$ cat src/rtl/move_link_pkg.sv
// Shared constants and types for the move_link board-move exchange block:
// cell geometry, frame layout, FSM encoding and small frame helpers.
package move_link_pkg;

  localparam logic [11:0] COL0_HI = 12'd338;
  localparam logic [11:0] COL1_LO = 12'd344;
  localparam logic [11:0] COL1_HI = 12'd679;
  localparam logic [11:0] COL2_LO = 12'd685;
  localparam logic [11:0] COL2_HI = 12'd1023;

  localparam logic [11:0] ROW0_HI = 12'd251;
  localparam logic [11:0] ROW1_LO = 12'd259;
  localparam logic [11:0] ROW1_HI = 12'd507;
  localparam logic [11:0] ROW2_LO = 12'd515;
  localparam logic [11:0] ROW2_HI = 12'd767;

  localparam logic [2:0] FRAME_HDR = 3'b101;
  localparam logic [3:0] IDX_NONE  = 4'hF;
  localparam logic [3:0] IDX_MAX   = 4'd8;

  localparam logic MODE_SENDING   = 1'b0;
  localparam logic MODE_RECEIVING = 1'b1;

  typedef enum logic [2:0] {
    ST_IDLE,
    ST_LOAD,
    ST_TX_WAIT,
    ST_RX_WAIT,
    ST_DONE,
    ST_REARM
  } state_t;

  function automatic logic [8:0] onehot9(input logic [3:0] idx);
    logic [8:0] v;
    v = 9'b0;
    if (idx <= IDX_MAX) v[idx] = 1'b1;
    return v;
  endfunction

  function automatic logic frame_ok(input logic [7:0] f);
    return (f[7:5] == FRAME_HDR) && (f[3:0] <= IDX_MAX);
  endfunction

endpackage

$ cat src/rtl/move_link_if.sv
// Byte-level handshake between move_link (master) and the UART transceiver (slave).
interface move_link_if;
  logic [7:0] tx_data;
  logic       tx_start;
  logic       tx_done;
  logic [7:0] rx_data;
  logic       rx_valid;

  modport master (output tx_data, tx_start, input tx_done, rx_data, rx_valid);
  modport slave  (input tx_data, tx_start, output tx_done, rx_data, rx_valid);
endinterface

$ cat src/rtl/move_link_square_decoder.sv
// Maps a cursor position onto one of the nine board cells; gaps between
// cells and anything beyond the board decode to no cell.
module square_decoder
  import move_link_pkg::*;
(
  input  logic [11:0] x,
  input  logic [11:0] y,
  output logic [3:0]  idx,
  output logic        hit
);

  logic [1:0] col, row;
  logic       col_ok, row_ok;

  // NOTE: every output of a combinational block gets a default first, so no path leaves it unassigned and no latch is inferred.
  always_comb begin
    col    = 2'd0;
    row    = 2'd0;
    col_ok = 1'b1;
    row_ok = 1'b1;

    if (x <= COL0_HI)                       col = 2'd0;
    else if (x >= COL1_LO && x <= COL1_HI)  col = 2'd1;
    else if (x >= COL2_LO && x <= COL2_HI)  col = 2'd2;
    else                                    col_ok = 1'b0;

    if (y <= ROW0_HI)                       row = 2'd0;
    else if (y >= ROW1_LO && y <= ROW1_HI)  row = 2'd1;
    else if (y >= ROW2_LO && y <= ROW2_HI)  row = 2'd2;
    else                                    row_ok = 1'b0;

    hit = col_ok && row_ok;
    idx = hit ? ({2'b00, row} * 4'd3 + {2'b00, col}) : IDX_NONE;
  end

endmodule

$ cat src/rtl/move_link.sv
// Exchanges one board move per operation over a byte UART: sends the last
// clicked cell, or waits for and validates the opponent's move frame.
module move_link
  import move_link_pkg::*;
(
  input  logic         pclk,
  input  logic         rst,
  input  logic         uart_en,
  input  logic         uart_mode,
  input  logic         playerID,
  input  logic [11:0]  mouse_xpos,
  input  logic [11:0]  mouse_ypos,
  input  logic         mouse_left,
  move_link_if.master  uart,
  output logic         rx_tx_done,
  output logic [8:0]   local_square,
  output logic [8:0]   remote_square,
  output logic         remote_player,
  output logic         frame_err,
  output logic         overrun
);

  state_t     state_q, state_d;
  logic [7:0] tx_data_q, tx_data_d;
  logic       tx_start_q, tx_start_d;
  logic       rx_tx_done_q, rx_tx_done_d;
  logic [8:0] local_square_q, local_square_d;
  logic [8:0] remote_square_q, remote_square_d;
  logic       remote_player_q, remote_player_d;
  logic       frame_err_q, frame_err_d;
  logic       overrun_q, overrun_d;
  logic       pending_q, pending_d;
  logic [7:0] rx_buf_q, rx_buf_d;
  logic [3:0] last_click_q, last_click_d;
  logic       last_mode_q, last_mode_d;
  logic       consume;
  logic [3:0] click_idx;
  logic       click_hit;

  square_decoder u_decoder (
    .x   (mouse_xpos),
    .y   (mouse_ypos),
    .idx (click_idx),
    .hit (click_hit)
  );

  always_comb begin
    state_d         = state_q;
    tx_data_d       = tx_data_q;
    tx_start_d      = 1'b0;
    rx_tx_done_d    = 1'b0;
    local_square_d  = local_square_q;
    remote_square_d = remote_square_q;
    remote_player_d = remote_player_q;
    frame_err_d     = 1'b0;
    overrun_d       = 1'b0;
    last_mode_d     = last_mode_q;
    consume         = 1'b0;

    // Dropping uart_en abandons any operation in flight without a completion pulse.
    unique case (state_q)
      ST_IDLE: begin
        if (uart_en) state_d = (uart_mode == MODE_RECEIVING) ? ST_RX_WAIT : ST_LOAD;
      end
      ST_LOAD: begin
        if (!uart_en) begin
          state_d = ST_IDLE;
        end else if (last_click_q == IDX_NONE) begin
          frame_err_d = 1'b1;
          state_d     = ST_REARM;
        end else begin
          tx_data_d      = {FRAME_HDR, playerID, last_click_q};
          tx_start_d     = 1'b1;
          local_square_d = onehot9(last_click_q);
          state_d        = ST_TX_WAIT;
        end
      end
      ST_TX_WAIT: begin
        if (!uart_en) begin
          state_d = ST_IDLE;
        end else if (uart.tx_done) begin
          rx_tx_done_d = 1'b1;
          state_d      = ST_DONE;
        end
      end
      ST_RX_WAIT: begin
        if (!uart_en) begin
          state_d = ST_IDLE;
        end else if (pending_q) begin
          consume = 1'b1;
          if (frame_ok(rx_buf_q)) begin
            remote_square_d = onehot9(rx_buf_q[3:0]);
            remote_player_d = rx_buf_q[4];
            rx_tx_done_d    = 1'b1;
            state_d         = ST_DONE;
          end else begin
            frame_err_d = 1'b1;
          end
        end
      end
      ST_DONE: begin
        last_mode_d = uart_mode;
        state_d     = ST_REARM;
      end
      ST_REARM: begin
        if (!uart_en || (uart_mode != last_mode_q)) state_d = ST_IDLE;
      end
      default: state_d = ST_IDLE;
    endcase

    // A byte arriving in the same cycle the held one is consumed is not an overrun.
    rx_buf_d  = rx_buf_q;
    pending_d = pending_q && !consume;
    if (uart.rx_valid) begin
      rx_buf_d  = uart.rx_data;
      pending_d = 1'b1;
      overrun_d = pending_q && !consume;
    end

    last_click_d = (mouse_left && click_hit) ? click_idx : last_click_q;
  end

  // NOTE: sequential state uses non-blocking assignments so every flop samples pre-edge values.
  always_ff @(posedge pclk or negedge rst) begin
    if (!rst) begin
      state_q         <= ST_IDLE;
      tx_data_q       <= 8'h00;
      tx_start_q      <= 1'b0;
      rx_tx_done_q    <= 1'b0;
      local_square_q  <= 9'h000;
      remote_square_q <= 9'h000;
      remote_player_q <= 1'b0;
      frame_err_q     <= 1'b0;
      overrun_q       <= 1'b0;
      pending_q       <= 1'b0;
      // NOTE: the one-entry rx buffer is a single register, so it is reset too; a multi-entry store would not be.
      rx_buf_q        <= 8'h00;
      last_click_q    <= IDX_NONE;
      last_mode_q     <= MODE_SENDING;
    end else begin
      state_q         <= state_d;
      tx_data_q       <= tx_data_d;
      tx_start_q      <= tx_start_d;
      rx_tx_done_q    <= rx_tx_done_d;
      local_square_q  <= local_square_d;
      remote_square_q <= remote_square_d;
      remote_player_q <= remote_player_d;
      frame_err_q     <= frame_err_d;
      overrun_q       <= overrun_d;
      pending_q       <= pending_d;
      rx_buf_q        <= rx_buf_d;
      last_click_q    <= last_click_d;
      last_mode_q     <= last_mode_d;
    end
  end

  assign uart.tx_data  = tx_data_q;
  assign uart.tx_start = tx_start_q;
  assign rx_tx_done    = rx_tx_done_q;
  assign local_square  = local_square_q;
  assign remote_square = remote_square_q;
  assign remote_player = remote_player_q;
  assign frame_err     = frame_err_q;
  assign overrun       = overrun_q;

endmodule

$ cat src/flat_wrapper.sv
// flat-port wrapper written by rule: the top's interface ports become plain ports
module move_link_flat import move_link_pkg::*;
  (pclk, rst, uart_en, uart_mode, playerID, mouse_xpos, mouse_ypos, mouse_left, rx_tx_done, local_square, remote_square, remote_player, frame_err, overrun, uart_tx_data, uart_tx_start, uart_tx_done, uart_rx_data, uart_rx_valid);
  move_link_if uart_i ();
  input  logic pclk;
  input  logic rst;
  input  logic uart_en;
  input  logic uart_mode;
  input  logic playerID;
  input  logic [11:0] mouse_xpos;
  input  logic [11:0] mouse_ypos;
  input  logic mouse_left;
  output logic rx_tx_done;
  output logic [8:0] local_square;
  output logic [8:0] remote_square;
  output logic remote_player;
  output logic frame_err;
  output logic overrun;
  output wire logic [$bits(uart_i.tx_data)-1:0] uart_tx_data;
  output wire logic [$bits(uart_i.tx_start)-1:0] uart_tx_start;
  input wire logic [$bits(uart_i.tx_done)-1:0] uart_tx_done;
  input wire logic [$bits(uart_i.rx_data)-1:0] uart_rx_data;
  input wire logic [$bits(uart_i.rx_valid)-1:0] uart_rx_valid;
  assign uart_tx_data = uart_i.tx_data;
  assign uart_tx_start = uart_i.tx_start;
  assign uart_i.tx_done = uart_tx_done;
  assign uart_i.rx_data = uart_rx_data;
  assign uart_i.rx_valid = uart_rx_valid;
  move_link u_core (.pclk(pclk), .rst(rst), .uart_en(uart_en), .uart_mode(uart_mode), .playerID(playerID), .mouse_xpos(mouse_xpos), .mouse_ypos(mouse_ypos), .mouse_left(mouse_left), .uart(uart_i), .rx_tx_done(rx_tx_done), .local_square(local_square), .remote_square(remote_square), .remote_player(remote_player), .frame_err(frame_err), .overrun(overrun));
endmodule
$ cat config.mk
export PLATFORM = sky130hd
export DESIGN_NAME = move_link_flat
export DESIGN_NICKNAME = d
export VERILOG_FILES = /design/src/rtl/move_link_pkg.sv /design/src/rtl/move_link_if.sv /design/src/rtl/move_link_square_decoder.sv /design/src/rtl/move_link.sv /design/src/flat_wrapper.sv
export SDC_FILE = /design/constraint.sdc
export NUM_CORES = 1
export LEC_CHECK = 0
export CAP_MARGIN = 40
export CORE_UTILIZATION = 40
export CTS_CLUSTER_SIZE = 20
export DETAILED_ROUTE_END_ITERATION = 8
export DONT_BUFFER_PORTS = 1
export PLACE_DENSITY_LB_ADDON = 0.15
export SYNTH_ARGS = -nofsm -noshare
export SYNTH_HDL_FRONTEND = slang
export SYNTH_SLANG_ARGS = --single-unit
$ cat constraint.sdc
create_clock -name pclk -period 2.3 [get_ports pclk]
set_clock_uncertainty 0.05 [all_clocks]
set_input_delay 0.575 -clock pclk [delete_from_list [all_inputs] [get_ports pclk]]
set_output_delay 0.575 -clock pclk [all_outputs]
set_load 0.05 [all_outputs]
==> results of run 1 <==
stage by stage:
stage / power [uW] / utilization / setup TNS [ns]
2_1_floorplan: 1890 / - / -1.74
3_3_place_gp: 2010 / 0.445 / -1.90
3_5_place_dp: 2030 / 0.445 / -2.13
4_1_cts: 2640 / 0.470 / -1.04
6_report: 2610 / 0.470 / -1.03
5_1_grt: 2750 / 0.470 / -1.26
layer usage:
layer | track usage | wire (um) | vias to the layer above
met4 | 0.0566 | 38 | 0
met1 | 0.194 | 1970 | 836
met5 | 0 | 0 | -
li1 | - | - | 808
met3 | 0.0400 | 265 | 5
met2 | 0.291 | 2380 | 54
worst max-delay path, stage by stage:
cell       delay [ns]
or4_4            0.52
a2111oi_4        0.24
nor3_2           0.09
and3_1           0.18
fa_1             0.49
ha_1             0.20
inv_1            0.07
fa_1             0.41
mux2i_1          0.14
cell usage in the layout (no fill, tap or decap), drive strengths merged, types with 3 or more instances in the layout:
master	count
nand2b	6
a22o	3
nor2	15
a21oi	7
inv	8
nand2	28
buf	17
clkbuf	7
dfstp	4
o41ai	4
o31ai	6
mux2i	3
o21ai	5
a32oi	3
dfrtp	42
a21o	3
o22ai	4
mux2	15
nor3	7
a31oi	3
nand3	4
state kept, by name, indices dropped and copies added, names as in the netlist, 3 cells and up:
register	flops
u_core.remote_square	9
u_core.last_click_q	4
u_core.rx_buf_q	8
u_core.state_q	3
u_core.uart.tx_data	6
u_core.local_square	9
power groups by stage:
stage               clock, uW  combinational (uW)  sequential (uW)
floorplan                   0                 404             1490
global placement            0                 450             1560
detailed placement          0                 468             1560
CTS                       601                 491             1550
global route              630                 543             1580
finish                    583                 483             1540
logic make-up (layout without fill, tap and decap cells):
kind of cell,count (synthesis),in the layout,share of synthesized area
compound gates,50,50,0.175
simple gates,76,76,0.163
flops,46,46,0.504
xor+xnor,1,1,0.00382
mux,18,18,0.0900
buf+inv,19,33,0.0343
fa+ha+maj,4,4,0.0284
other cells,1,1,0.00163
cell type report:
class | instances | area share
Clock buffer | 7 | 0.0295
Tap cell | 72 | 0.0348
Inverter | 8 | 0.0116
Timing Repair Buffer | 17 | 0.0542
Clock inverter | 1 | 0.0116
Multi-Input combinational cell | 150 | 0.412
Sequential cell | 46 | 0.447
timing repair:
item                                    in CTS  in global routing
endpoints found under the setup margin       3                  4
cloned                                       0                  0
hold buffers                                 1                  0
setup buffers                                1                  1
resized for setup                            1                  0
hold endpoints to repair                    42                  0
pin swaps                                    0                  1
worst max-delay path by stage:
| stage | to | from | slack [ns] | depth (start not counted) |
|---|---|---|---|---|
| after floorplan | u_core.last_click_q[2] | mouse_ypos[7] | -0.68 | 9 |
| after global placement | u_core.last_click_q[2] | mouse_ypos[7] | -0.70 | 9 |
| after detailed placement | u_core.last_click_q[2] | mouse_ypos[7] | -0.76 | 9 |
| after CTS | u_core.last_click_q[2] | mouse_ypos[7] | -0.44 | 9 |
| after global routing | u_core.last_click_q[2] | mouse_ypos[7] | -0.51 | 9 |
| final | u_core.last_click_q[2] | mouse_ypos[7] | -0.44 | 9 |
==> flow_summary.toml, run 1 <==
[synth]
ys_warn_count = 0
synth_most_common_cell = "dfrtp_1"
synth_top_area_frac = 0.458
synth_common_cells = "dfrtp_1 (42), nand2_1 (28), nor2_1 (15)"
synth_cell_types = 51
ys_seq_area_frac = 0.504
ys_ff_latch = 46
syn_inst = 215
ys_top_cells_by_area = "dfrtp_1 (46%), mux2_2 (6.4%), dfstp_2 (4.6%)"
ys.flop_type = "dfrtp_1"
synth_area_mm2 = 0.00229
synth_edf_count = 0
syn_nets = 259
avgSynthCellArea_um2 = 10.7
synthArstFlopShare = 1.00
yosys.area.top_type = "dfrtp_1"

[critical_path]
reg2reg_slack_ns = 0.33
critical_path_class = "input port to register"
regToRegStartpoint = "u_core.rx_buf_q[1]"
crit_required_ns = 2.47
worstSetupEndpointType = "register"
critPathMaxFanout = 2
crit_path_start_kind = "input port"
ff2ff_path_depth = 5
crit_arrival_ns = 2.91
r2r-end = "u_core.remote_square[3]"

[routing]
vias = 1703
drt-wirelength-per-cell_um = 15.5
drt_iter0_markers = 59
remaining_drc_errors = 0
drt-total-wl_um = 4650
viasPerCell = 5.66
ant_nets = 0
first_pass_iters = 4

[place]
dp.cells = 291
gp_congestion = 0.735
place_ws_ns = -0.762
hpwl_um = 3450
io_buffers = 0
dpl_cell_area_mm2 = 0.00245

[final_layout]
finalNonFillerCells = 301
antenna_cells = 0
final_net_count = 272
multi_input_area_mm2 = 0.00106
fillers = 513
seqCellArea_mm2 = 0.00116
fin_area_mm2 = 0.00259
drive_above_1_share = 0.210
syn2layout_area_growth_pct = 12.8

[sta]
hold_viol = 0
hold_ws_ns = 0.0641
fmax_mhz = 365
period_share = 1.19
period_needed_ns = 2.74
worst_pin_slew_ns = 0.556
layout_setup_ws_ns = -0.439
slew_viol_final = 0
slew-limit-headroom = 0.629
rsz0062_at_grt = "true"
finalSetupViolCount = 3

[clock_network]
cts_sinks = 46
cts_tree = "yes"
cts_made_buffers = 5
clk_latency_ns = 0.29
clkTransAtPathRegs_ns = 0.08
cts_root_buf = "clkbuf_8"
htree_levels = 2
cts_max_path_buffers = 2

[global_routing]
antenna_found_initial = 0
gr-total-overflow = 0
grt_first_pass_wirelength_um = 7890
grt_use_total = 0.165
first_global_vias = 1759
grt_max_degree = 43

[floorplan]
design.core.area_mm2 = 0.00551
initial_utilization = 0.417
ios = 71
dieArea_mm2 = 0.00604
die_w_um = 77.7
rows = 27
die_h_um = 77.7

[pwr]
p_int_uw = 1550
ir_drop_uv = 535
sw_frac_of_total = 0.405
power_switching_uw = 1060
clockPowerShare = 0.224
powerDensity_mw_per_mm2 = 1010
power_frac_comb = 0.185
power.share.sequential = 0.591
p_leak_uw = 0.00112

[status]
status = "finished with violations"
violations = "setup timing"

[hold_path]
hold_path.class = "input port to asynchronous set/reset pin"

[run]
maxCapViolCount = 0
Note: power is estimated with default switching activity, not from simulation.
==> inputs of run 2 (changes only) <==
- REMOVE_ABC_BUFFERS: not set -> 1
==> run 2 against run 1 <==
Net effect: the run still ends with setup timing left; clock-buffer cell count is 1 lower; first-iteration DRC count is 85% higher; setup slack worse by 0.041 ns; combinational power is 0.8% lower; die area stayed put; global-route usage is 0.54 points higher; total power is 5.8% higher; flip-flop and latch count stayed put; critical endpoint unchanged; largest cell class unchanged; largest power group unchanged.
==> flow_summary.toml, run 2 (synthesis gave the netlist of run 1 again) <==
[critical_path]
crit_required_ns = 2.48
critPathMaxFanout = 2
critical_path_class = "input port to register"
crit_arrival_ns = 2.96
worstSetupEndpointType = "register"
crit_path_start_kind = "input port"

[pwr]
ir_drop_uv = 639
total_power_uw = 2760
p_leak_uw = 0.00111
powerDensity_mw_per_mm2 = 1050

[clock_network]
cts_max_path_buffers = 2
cts_made_buffers = 5
cts_sinks = 46
cts_root_buf = "clkbuf_8"
htree_levels = 2
clk_latency_ns = 0.29
post_cts_buffers = 0
clkTransAtPathRegs_ns = 0.09
cts_tree = "yes"

[routing]
ant_nets = 0
drt_iter0_markers = 109
viasPerCell = 5.69
first_pass_iters = 6
remaining_drc_errors = 0
vias = 1695
drt-wirelength-per-cell_um = 16.3
drt-total-wl_um = 4870

[floorplan]
die_h_um = 77.7
dieArea_mm2 = 0.00604
die_w_um = 77.7
initial_utilization = 0.417
ios = 71
design.core.area_mm2 = 0.00551
rows = 27

[final_layout]
utilization = 0.476
final_common_cell = "dfrtp_1"
syn2layout_area_growth_pct = 14.3
final_net_count = 269
antenna_cells = 0
drive_above_1_share = 0.230
layout_common_cells = "dfrtp_1 (42), nand2_1 (28), nor2_1 (15)"

[global_routing]
grt_max_degree = 43
grt_use_total = 0.170
use_met1 = 0.200
antenna_found_initial = 0
grt.busiest_layer = "met2"
met3_usage = 0.0624
first_global_vias = 1733
grtUsageMet2 = 0.289
gr-total-overflow = 0
grt_first_pass_wirelength_um = 8040

[status]
violations = "setup timing"
status = "finished with violations"

[sta]
slew-limit-headroom = 0.634
rsz0062_at_grt = "true"
fmax_mhz = 360
period_share = 1.21
slew_viol_final = 0
period_needed_ns = 2.78
finalSetupViolCount = 3
layout_setup_ws_ns = -0.480
worst_pin_slew_ns = 0.549
hold_viol = 0

[place]
io_buffers = 0
place_ws_ns = -0.909
hpwl_um = 3590
gp_congestion = 0.735

[hold_path]
hold_path.class = "input port to asynchronous set/reset pin"

[run]
maxCapViolCount = 0
run 2: worst paths after layout:
kind                               startpoint                      end  slack, ns  depth (start not counted)
max reg2reg                u_core.rx_buf_q[0]  u_core.remote_square[2]       0.19                          7
min                                       rst       u_core.last_mode_q       0.06                          1
min reg2reg                u_core.rx_buf_q[6]       u_core.rx_buf_q[6]       0.46                          1
max in group asynchronous                 rst     u_core.uart.tx_start       1.92                          1
min in group pclk               uart_rx_valid         u_core.pending_q       0.32                          1
max                             mouse_ypos[7]   u_core.last_click_q[2]      -0.48                          9
run 2: final cells by class:
type | instances | area, um^2
clock buffers | 6 | 82.6
clock inverters | 2 | 60.1
fillers | 518 | 2880
inverters | 8 | 30.0
multi-input cells | 150 | 1090
flip-flops and latches | 46 | 1160
well taps | 72 | 90.1
repair buffers | 14 | 118
run 2: worst max-delay path, cell delays in order:
cell and delay (ns):
or4_4 0.52, a2111oi_4 0.25, nor3_2 0.07, and3b_2 0.22, fa_1 0.56, ha_4 0.15
inv_2 0.03, fa_2 0.50, mux2i_1 0.07
run 2: metrics by stage:
step / TNS, ns / hold slack [ns] / area (um^2) / cells
2_1_floorplan: -2.12 / 0.229 / 2250 / 204
3_3_place_gp: -2.28 / 0.230 / 2430 / 289
3_5_place_dp: -2.58 / 0.230 / 2430 / 289
4_1_cts: -1.03 / 0.0457 / 2620 / 298
5_1_grt: -1.22 / 0.0440 / 2620 / 298
6_report: -1.01 / 0.0616 / 2620 / 298
run 2: power breakdown:
| part | internal (uW) | switching, uW |
|---|---|---|
| Sequential | 990 | 559 |
| Clock | 463 | 268 |
| Combinational | 235 | 244 |
run 2: timing repair:
item | 4_1_cts | 5_1_grt
gates cloned | 0 | 0
pin swaps | 4 | 0
hold buffers | 1 | 0
endpoints found under the setup margin | 3 | 3
resized for setup | 7 | 0
hold endpoints to repair | 42 | 0
run 2: metal layers:
layer | part of all wire | wire [um]
met1 | 0.41 | 2000
met2 | 0.51 | 2460
met3 | 0.074 | 359
met4 | 0.010 | 51
met5 | 0 | 0
